`src/rtl/rgb_pkg.sv`:
```
// Shared encodings for the RGB lamp generator and sequence monitor:
// lamp states, sample classes, monitor FSM states and error causes.
package rgb_pkg;

    // Lamp line encodings, ordered {red, green, blue}
    typedef enum logic [2:0] {
        LAMP_BLANK = 3'b000,
        LAMP_RED   = 3'b100,
        LAMP_GREEN = 3'b010,
        LAMP_BLUE  = 3'b001
    } lamp_t;

    typedef enum logic [2:0] {
        CLS_BLANK = 3'd0,
        CLS_R     = 3'd1,
        CLS_G     = 3'd2,
        CLS_B     = 3'd3,
        CLS_MULTI = 3'd4
    } sample_class_t;

    typedef enum logic [1:0] {
        ST_IDLE  = 2'd0,
        ST_GOT_R = 2'd1,
        ST_GOT_G = 2'd2,
        ST_GOT_B = 2'd3
    } mon_state_t;

    typedef enum logic [1:0] {
        ERR_NONE  = 2'd0,
        ERR_MULTI = 2'd1,
        ERR_ORDER = 2'd2,
        ERR_TRUNC = 2'd3
    } err_code_t;

    // Outcome of evaluating one sample against the current FSM state
    typedef struct packed {
        logic      hit_err;
        err_code_t cause;
        logic      done;
    } eval_t;

endpackage

```
`src/rtl/rgb_sample_classify.sv`:
```
// Combinational classifier: maps one {red,green,blue} sample to
// BLANK, R, G, B or MULTI.
module rgb_sample_classify
    import rgb_pkg::*;
(
    input  logic          red,
    input  logic          green,
    input  logic          blue,
    output sample_class_t cls_c
);

    logic [2:0] lamps;

    assign lamps = {red, green, blue};

    always_comb begin
        cls_c = CLS_MULTI;
        case (lamps)
            LAMP_BLANK: cls_c = CLS_BLANK;
            LAMP_RED:   cls_c = CLS_R;
            LAMP_GREEN: cls_c = CLS_G;
            LAMP_BLUE:  cls_c = CLS_B;
            default:    cls_c = CLS_MULTI;
        endcase
    end

endmodule

```
`src/rtl/rgb_seq_monitor.sv`:
```
// Monitors R-G-B-blank lamp sequences, counts completions and flags protocol errors.
// Optional: define RGB_SEQ_MONITOR_ERRCNT_EN to add a saturating err_count output.
module rgb_seq_monitor
    import rgb_pkg::*;
#(
    parameter int unsigned COUNT_W = 8
)
(
    input  logic               clk,
    input  logic               rst_n,
    input  logic               red,
    input  logic               green,
    input  logic               blue,
    input  logic               err_clr,
    output logic               seq_done,
    output logic [COUNT_W-1:0] seq_count,
    output logic               err,
    output logic [1:0]         err_code
`ifdef RGB_SEQ_MONITOR_ERRCNT_EN
    ,
    output logic [7:0]         err_count
`endif
);

    sample_class_t      cls_c;
    mon_state_t         state;
    mon_state_t         state_nxt;
    eval_t              ev;
    logic               seq_done_nxt;
    logic [COUNT_W-1:0] seq_count_nxt;
    logic               err_nxt;
    logic [1:0]         err_code_nxt;

`ifdef RGB_SEQ_MONITOR_ERRCNT_EN
    localparam int unsigned ERR_COUNT_W   = 8;
    localparam logic [7:0]  ERR_COUNT_MAX = 8'hFF;
    logic [ERR_COUNT_W-1:0] err_count_nxt;
`endif

    rgb_sample_classify u_classify (
        .red   (red),
        .green (green),
        .blue  (blue),
        .cls_c (cls_c)
    );

    // State and registered outputs
    always_ff @(posedge clk or negedge rst_n) begin
        if (!rst_n) begin
            state     <= ST_IDLE;
            seq_done  <= 1'b0;
            seq_count <= '0;
            err       <= 1'b0;
            err_code  <= 2'(ERR_NONE);
`ifdef RGB_SEQ_MONITOR_ERRCNT_EN
            err_count <= '0;
`endif
        end else begin
            state     <= state_nxt;
            seq_done  <= seq_done_nxt;
            seq_count <= seq_count_nxt;
            err       <= err_nxt;
            err_code  <= err_code_nxt;
`ifdef RGB_SEQ_MONITOR_ERRCNT_EN
            err_count <= err_count_nxt;
`endif
        end
    end

    // Next-state and next-output logic; MULTI outranks every other cause
    always_comb begin
        state_nxt     = state;
        ev.hit_err    = 1'b0;
        ev.cause      = ERR_NONE;
        ev.done       = 1'b0;
        seq_done_nxt  = 1'b0;
        seq_count_nxt = seq_count;
        err_nxt       = err;
        err_code_nxt  = err_code;
`ifdef RGB_SEQ_MONITOR_ERRCNT_EN
        err_count_nxt = err_count;
`endif

        if (cls_c == CLS_MULTI) begin
            ev.hit_err = 1'b1;
            ev.cause   = ERR_MULTI;
        end else begin
            case (state)
                ST_IDLE: begin
                    if (cls_c == CLS_R) begin
                        state_nxt = ST_GOT_R;
                    end else if (cls_c != CLS_BLANK) begin
                        ev.hit_err = 1'b1;
                        ev.cause   = ERR_ORDER;
                    end
                end
                ST_GOT_R: begin
                    if (cls_c == CLS_G) begin
                        state_nxt = ST_GOT_G;
                    end else begin
                        ev.hit_err = 1'b1;
                        ev.cause   = (cls_c == CLS_BLANK) ? ERR_TRUNC : ERR_ORDER;
                    end
                end
                ST_GOT_G: begin
                    if (cls_c == CLS_B) begin
                        state_nxt = ST_GOT_B;
                    end else begin
                        ev.hit_err = 1'b1;
                        ev.cause   = (cls_c == CLS_BLANK) ? ERR_TRUNC : ERR_ORDER;
                    end
                end
                ST_GOT_B: begin
                    if (cls_c == CLS_BLANK) begin
                        state_nxt = ST_IDLE;
                        ev.done   = 1'b1;
                    end else begin
                        ev.hit_err = 1'b1;
                        ev.cause   = ERR_ORDER;
                    end
                end
                default: state_nxt = ST_IDLE;
            endcase
        end

        // The offending sample is discarded, never reused as a new start
        if (ev.hit_err) begin
            state_nxt = ST_IDLE;
        end

        seq_done_nxt  = ev.done;
        seq_count_nxt = seq_count + COUNT_W'(ev.done);

        // A same-cycle error wins over err_clr
        if (ev.hit_err) begin
            err_nxt      = 1'b1;
            err_code_nxt = 2'(ev.cause);
`ifdef RGB_SEQ_MONITOR_ERRCNT_EN
            if (err_clr) begin
                err_count_nxt = ERR_COUNT_W'(1);
            end else if (err_count != ERR_COUNT_MAX) begin
                err_count_nxt = err_count + ERR_COUNT_W'(1);
            end
`endif
        end else if (err_clr) begin
            err_nxt      = 1'b0;
            err_code_nxt = 2'(ERR_NONE);
`ifdef RGB_SEQ_MONITOR_ERRCNT_EN
            err_count_nxt = '0;
`endif
        end
    end

endmodule

```
`config.mk`:
```
export PLATFORM = sky130hd
export DESIGN_NAME = rgb_seq_monitor
export DESIGN_NICKNAME = d
export VERILOG_FILES = /design/src/rtl/rgb_pkg.sv /design/src/rtl/rgb_sample_classify.sv /design/src/rtl/rgb_seq_monitor.sv
export SDC_FILE = /design/constraint.sdc
export NUM_CORES = 1
export LEC_CHECK = 0
export ABC_AREA = 1
export BUFFER_PORTS_ARGS = -buffer_cell sky130_fd_sc_hd__buf_2
export CAP_MARGIN = 20
export CORE_AREA = 2 2 51 53
export DETAILED_ROUTE_END_ITERATION = 8
export DIE_AREA = 0 0 53 55
export GPL_TIMING_DRIVEN = 1
export PLACE_DENSITY = 0.68
export REMOVE_ABC_BUFFERS = 1
export SYNTH_ARGS = -nofsm -noshare
export SYNTH_HDL_FRONTEND = slang
export SYNTH_HIERARCHICAL = 1
export SYNTH_SLANG_ARGS = --single-unit
export TNS_END_PERCENT = 1
```
`constraint.sdc`:
```
create_clock -name clk -period 1.65 [get_ports clk]
set_clock_uncertainty 0.05 [all_clocks]
set_input_delay 0.0825 -clock clk [delete_from_list [all_inputs] [get_ports clk]]
set_output_delay 0.0825 -clock clk [all_outputs]
set_load 0.02 [all_outputs]
```
* Word level (Yosys, flattened, before mapping) *
Cells that the tools add are included.

storage, ports and cells
  register bits after elaboration = 14
  input port bits = 6

cells by class
  add/subtract/negate cells = 1
  eq/ne operators = 15
  mux-type cells = 23
  reductions and logical operators = 6

operators by type and width
  operator                                       count
  case mux 3 bit (4 select lines)                2
  two-way mux 3 bit                              6
  two-way mux 2 bit                              8
  != test 3 bit, second input constant           4
  == test 3 x 2 -> 1 bit, second input constant  3
  adder 8 x 1 -> 8 bit                           1
  case mux 2 bit (4 select lines)                1
  == test 3 x 1 -> 1 bit, second input constant  2
  == test 3 bit, second input constant           2
  zero test 3 bit                                2
  two-way mux 1 bit                              6
  AND reduction 5 bit                            1
  == test 2 bit, second input constant           2
  nonzero test 3 bit                             1
  == test 2 x 1 -> 1 bit, second input constant  1
  zero test 2 bit                                1
  != test 2 bit, second input constant           1
  nonzero test 2 bit                             1

* Logic depth before layout (Yosys ltp) *
Gate-level depths: netlist of the first run.

  depth in word-level cells = 9
  gate-level depth with buffers = 12

* Hierarchy *
Netlist of the first run, hierarchy kept.

by module, submodules not included
  module               instances  cells an instance  area an instance (µm²)
  rgb_seq_monitor      1          85                 800.8
  rgb_sample_classify  1          11                 42.5

* Worst setup path before layout of the first run *
No wires, ideal clock.

  path type = reg-to-reg
  start = register state[0]
  end = register seq_count[6]
  setup time = 0.129 ns
  arrival = 1.458 ns
  data required time = 1.471 ns
  setup slack = 0.013 ns
  stages on the path, launching flop included = 10
  period minus slack after synthesis = 1.637 ns
  cells stage by stage = dfrtp_1 > ha_1 > inv_1 > nor2_1 > ha_1 > ha_1 > nand3_1 > nor2_1 > nand2_1 > xnor2_1

between the ends
  cells in the longest elaborated chain, start to end = 4

ends and longest elaborated chain
  item                      line                    RTL
  start: declaration        rgb_seq_monitor.sv:26   mon_state_t state;
  start signal: assignment  rgb_seq_monitor.sv:59   state <= state_nxt;
  == test 2 bit             rgb_seq_monitor.sv:88   case (state)
  two-way mux 1 bit         rgb_seq_monitor.sv:88
  two-way mux 1 bit         rgb_seq_monitor.sv:84   if (cls_c == CLS_MULTI) begin
  net seq_done_nxt          rgb_seq_monitor.sv:29   logic seq_done_nxt;
  adder 8 x 1 -> 8 bit      rgb_seq_monitor.sv:132  seq_count_nxt = seq_count + COUNT_W'(ev.done);
  net seq_count_nxt[6]      rgb_seq_monitor.sv:30   logic [COUNT_W-1:0] seq_count_nxt;
  end signal: assignment    rgb_seq_monitor.sv:61   seq_count <= seq_count_nxt;
  end: declaration          rgb_seq_monitor.sv:16   output logic [COUNT_W-1:0] seq_count,

The timed path passes the listed nets, and every way through them passes these cells.
A chain may end at the register's enable or synchronous reset.

* Worst setup path after layout of the first run *
  start = register state[1]
  end = register seq_count[5]

The elaborated chain is that of the path after synthesis.

==> impl_metrics.toml, run 1 <==
[clock_tree]
cts.reportedPaths.clkPinSlew_ns = 0.08
cts-root-buf = "clkbuf_4"
cts_buffer_depth = 2
clk-insertion-delay-late_ns = 0.27
cts_tree = "yes"
h-tree-depth = 1
cts_sinks = 14
cts_buffers = 3

[synthesis]
syn_area_per_cell_sq_um = 8.78
ys_seq_elements = 14
synth_edf_count = 0
synth_cell_type_count = 21
synth-seq-area-share_pct = 41.5
synthCells = 96
synth-warning-count = 6
ys.flop_type = "dfrtp_1"
syn_area_sq_um = 843
async_flop_share_pct = 100

[power]
p_per_area_nw_per_um2 = 704
leakagePower_uw = 0.000633
peakVddDrop_mv = 0.609

[worst_setup_path]
worstReg2RegStart = "state[1]"
ff2ff_setup_slack_ns = 0.07
cp_max_fo = 2
startpoint = "state[1]"
ff2ff_path_depth = 8
slowest_stage = "dfrtp_1"
max_stage_delay_ns = 0.36
crit_path_end = "seq_count[5]"
cp-start-kind = "flop"
crit_arrival_ns = 1.72
cp.required_ns = 1.79
rr_endpoint = "seq_count[5]"
path_class = "reg -> reg"
worst_setup_path_end_kind = "flop"
crit_chain = "ha_2 > inv_2 > nor2_4 > ha_4 > nand3_4 > nor3_4 > buf_4 > xor2_1"

[global_routing]
grt_max_degree = 15
grt_pass1_wl_um = 2790
grt_pass1_vias = 677
track_usage_pct = 12.9
antenna_found_initial = 0
grt.overflow.total = 0

[floorplan]
die-area_sq_um = 2920
pin_count = 18
initial_core_util_pct = 35.7
rows = 18
die_w_um = 53
dieHeight_um = 55
coreArea_sq_um = 2360

[finish]
fillers = 220
nets = 144
area_growth_pct = 39.2
multi_input_area_sq_um = 494
finish.utilization_pct = 49.6
layout.area.seq_sq_um = 350
drive_above_1_share_pct = 41.5
antenna_cells = 0
stdcell_count = 160

[sta]
post-route-period-util_pct = 95.6
slew_headroom_pct = 74.9
worst_slack_ns = 0.0733
rsz0062_at_grt = "true"
drv_slew = 0
hold_viol = 0
fmax_mhz = 634
setup_tns_ns = 0
setup_viol = 0
tightest_slew_ns = 0.374
period_needed_ns = 1.58

[placed_design]
pre_cts_ws_ns = -0.0916
dp.cells = 153
portBuffers = 17
place_congestion = 0.837
dpl.hpwl_um = 1310

[status]
status = "completed"

[min_path]
hold_path.class = "in -> reg"
hold_start = "err_clr"

[drt]
first_iter_violations = 17
firstDrtPassIters = 4
routed-via-count = 718
ant_nets = 0
drt_wl_total_um = 1720
wl_per_cell_um = 10.7
drt-vias-per-instance = 4.49
drc = 0

[job]
cap_violations = 0
## synth_stat cells, types with 2 or more instances
cell	count	area, sq um
a21oi_1	4	20.0
xnor2_1	2	17.5
nand3_2	3	30.0
nand2_1	22	82.6
nand4_1	4	25.0
xor2_1	4	35.0
nor2_1	8	30.0
ha_1	7	87.6
nor2_4	2	22.5
nand3_1	4	20.0
inv_2	2	7.51
nand2_2	2	12.5
dfrtp_1	14	350
inv_1	11	41.3
## layer usage
metal	part of all wire, %	up-vias	GRT usage [%]
li1	-	369	-
met1	42	335	16.0
met2	55	14	23.3
met3	3.0	0	1.61
met4	0	0	3.85
met5	0	-	0
## critical path, delay by kind of cell (launching register included)
kind / cells / cell delay (ns)
buffers and inverters: 2 / 0.19
DFF: 1 / 0.36
and+or+nand+nor: 3 / 0.40
xor gates and xnor gates: 1 / 0.14
adders and majority gates: 2 / 0.36
## metrics by stage
stage          total power (uW)  cell area (sq um)  hold slack [ns]
2_1_floorplan               519                843           -0.263
3_3_place_gp                581               1040          -0.0677
3_5_place_dp                589               1040          -0.0611
4_1_cts                     831               1090            0.107
5_1_grt                     886               1170            0.127
6_report                    826               1170            0.120
## power breakdown
part	leakage, uW	switching, uW	total [uW]	internal (uW)
logic	0.000436	127	219	91.9
clock network	0.0000210	101	235	134
registers	0.000175	9.62	372	362
## registers in the layout, summed over array words and instances (netlist names)
register,cells
state,2
seq_count,8
err,1
err_code,2
seq_done,1
## worst min-delay path by stage
stage	to	cells past startpoint	slack, ns
after floorplan	err	0	-0.26
after global placement	seq_count[7]	1	-0.07
after detailed placement	seq_count[7]	1	-0.06
after CTS	err	4	0.11
after global routing	err_code[1]	6	0.13
final	err	4	0.12
## logic make-up (layout without fill, tap and decap cells)
family	Yosys count	after routing	synth area share (%)
and+or+nand+nor	48	48	30.0
buffers and inverters	15	49	8.31
xor gates and xnor gates	6	6	6.23
DFF	14	14	41.5
AOI/OAI and AO/OA	6	6	3.56
adders and majority gates	7	7	10.4
## cell type report
| cell class | count | area share (%) |
|---|---|---|
| Clock buffer | 4 | 3.09 |
| Tap cell | 30 | 3.20 |
| Timing Repair Buffer | 30 | 15.8 |
| Inverter | 15 | 5.97 |
| Multi-Input combinational cell | 67 | 42.1 |
| Sequential cell | 14 | 29.9 |
## repair_timing
item                                    CTS  global route
pin swaps                                 0             7
gates resized for setup                   2            13
hold buffers                              1             0
hold endpoints to repair                 14             0
setup buffers                             0             2
endpoints found under the setup margin    1             6
## cells in the final DEF, fill, tap and decap left out, types with 4 or more instances in the layout
| cell | synthesis | layout |
|---|---|---|
| nand3_2 | 3 | 4 |
| xor2_1 | 4 | 4 |
| buf_2 | 0 | 17 |
| a21oi_1 | 4 | 4 |
| ha_1 | 7 | 4 |
| nor2_1 | 8 | 6 |
| dfrtp_1 | 14 | 14 |
| nor2_4 | 2 | 4 |
| buf_4 | 0 | 12 |
| nand2_1 | 22 | 22 |
| nand4_1 | 4 | 4 |
| inv_1 | 11 | 10 |
No activity file was read; power rests on OpenSTA's default activity.
==> inputs of run 2 (changes only) <==
--- a/config.mk
+++ b/config.mk
@@ -8,11 +8,11 @@
 export ABC_AREA = 1
 export BUFFER_PORTS_ARGS = -buffer_cell sky130_fd_sc_hd__buf_2
 export CAP_MARGIN = 20
-export CORE_AREA = 2 2 51 53
+export CORE_AREA = 2 2 46 48
 export DETAILED_ROUTE_END_ITERATION = 8
-export DIE_AREA = 0 0 53 55
+export DIE_AREA = 0 0 48 50
 export GPL_TIMING_DRIVEN = 1
-export PLACE_DENSITY = 0.68
+export PLACE_DENSITY = 0.79
 export REMOVE_ABC_BUFFERS = 1
 export SYNTH_ARGS = -nofsm -noshare
 export SYNTH_HDL_FRONTEND = slang
==> impl_metrics.toml, run 2 (synthesized netlist as in run 1, its figures left out) <==
[status]
status = "completed"

[worst_setup_path]
cp.required_ns = 1.76
crit_arrival_ns = 1.71
path_class = "reg -> reg"
worst_setup_path_end_kind = "flop"
ff2ff_setup_slack_ns = 0.05
cp-start-kind = "flop"
cp_max_fo = 2

[power]
leakagePower_uw = 0.000634
p_per_area_nw_per_um2 = 694
peakVddDrop_mv = 0.440

[drt]
routed-via-count = 741
drt_wl_total_um = 1660
firstDrtPassIters = 3
wl_per_cell_um = 10.4
first_iter_violations = 6
drt-vias-per-instance = 4.63
drc = 0
ant_nets = 0

[finish]
drive_above_1_share_pct = 44.4
regMostFlops = "seq_count"
fillers = 166
largestRegisters = "seq_count: 8 flops, err_code: 2 flops, state: 2 flops"
largest_register_ffs = 8
final_common_cell = "nand2_1"
finish.utilization_pct = 62.9
final_cell_mix = "22 x nand2_1, 17 x buf_2, 15 x buf_4"
antenna_cells = 0
area_growth_pct = 41.8
nets = 147
stdcell_count = 160
stdcell_area_sq_um = 1200

[floorplan]
rows = 16
coreArea_sq_um = 1900
dieHeight_um = 50
pin_count = 18
die-area_sq_um = 2400
initial_core_util_pct = 44.3
die_w_um = 48

[global_routing]
antenna_found_initial = 0
grt_max_degree = 15
grt_pass1_vias = 673
grt_pass1_wl_um = 2610
track_usage_pct = 14.9
grt.overflow.total = 0

[placed_design]
place_congestion = 0.730
dpl.hpwl_um = 1320
portBuffers = 17
place_area_sq_um = 1040
dp.cells = 150

[clock_tree]
clk-insertion-delay-late_ns = 0.28
cts-root-buf = "clkbuf_4"
h-tree-depth = 1
cts_tree = "yes"
cts_sinks = 14
cts_buffers = 3
cts_buffer_depth = 2
cts.reportedPaths.clkPinSlew_ns = 0.08

[sta]
fmax_mhz = 627
post-route-period-util_pct = 96.7
tightest_slew_ns = 0.341
rsz0062_at_grt = "true"
slew_headroom_pct = 77.1
setup_tns_ns = 0
period_needed_ns = 1.60
setup_viol = 0
hold_viol = 0
drv_slew = 0
whs_ns = 0.0864

[job]
cap_violations = 0

[min_path]
hold_path.class = "in -> reg"
## run 2: changes by cell type in the layout (fill, tap and decap cells not counted), sizes merged
cell / previous run / this run
buf: 29 / 32
## run 2: timing repair
action / 4_1_cts / 5_1_grt
gates resized for setup: 1 / 15
pin swaps: 0 / 7
endpoints found under the setup margin: 1 / 6
endpoints found under the hold margin: 14 / 0
hold buffers: 1 / 0
buffers inserted: 0 / 5
## run 2: area by class of cell
| cell class | count | area, sq um | share of cell area [%] |
|---|---|---|---|
| multi-input cells | 67 | 498 | 41.6 |
| clock buffers | 4 | 36.3 | 3.03 |
| inverters | 15 | 70.1 | 5.86 |
| repair buffers | 33 | 208 | 17.4 |
| flip-flops and latches | 14 | 350 | 29.3 |
| well taps | 27 | 33.8 | 2.82 |
## run 2: per-stage QoR
step,power [uW],worst slack [ns]
floorplan,519,0.0125
global placement,579,0.0299
detailed placement,589,-0.0890
CTS,829,0.00124
global route,874,-0.0266
finish,830,0.0543
## run 2: routing by layer
metal	vias to the layer above	GRT usage (%)	share of wire (%)
li1	376	-	-
met1	349	16.4	40
met2	14	27.1	55
met3	2	2.20	3.1
met4	0	5.41	1.5
met5	-	0	0
## run 2: worst paths after layout
kind / from / endpoint / cells past startpoint
worst max register to register: state[1] / seq_count[2] / 8
worst max-delay path: state[1] / seq_count[2] / 8
max in group asynchronous: rst_n / seq_count[7] / 2
worst min register to register: seq_count[7] / seq_count[7] / 1
min in group asynchronous: rst_n / seq_count[3] / 2
worst min-delay path: err_clr / err / 4
## run 2: worst max-delay path, cell delays in order, from the launching register on
cell     delay (ns)
dfrtp_1        0.39
ha_2           0.20
inv_2          0.07
nor2_4         0.04
ha_4           0.17
ha_4           0.17
buf_4          0.12
buf_4          0.12
xor2_1         0.14
## run 2: power by group
part           switching [uW]  internal, uW  leakage (uW)
sequential               10.0           362      0.000175
clock                     106           134     0.0000210
combinational             126          91.1      0.000438
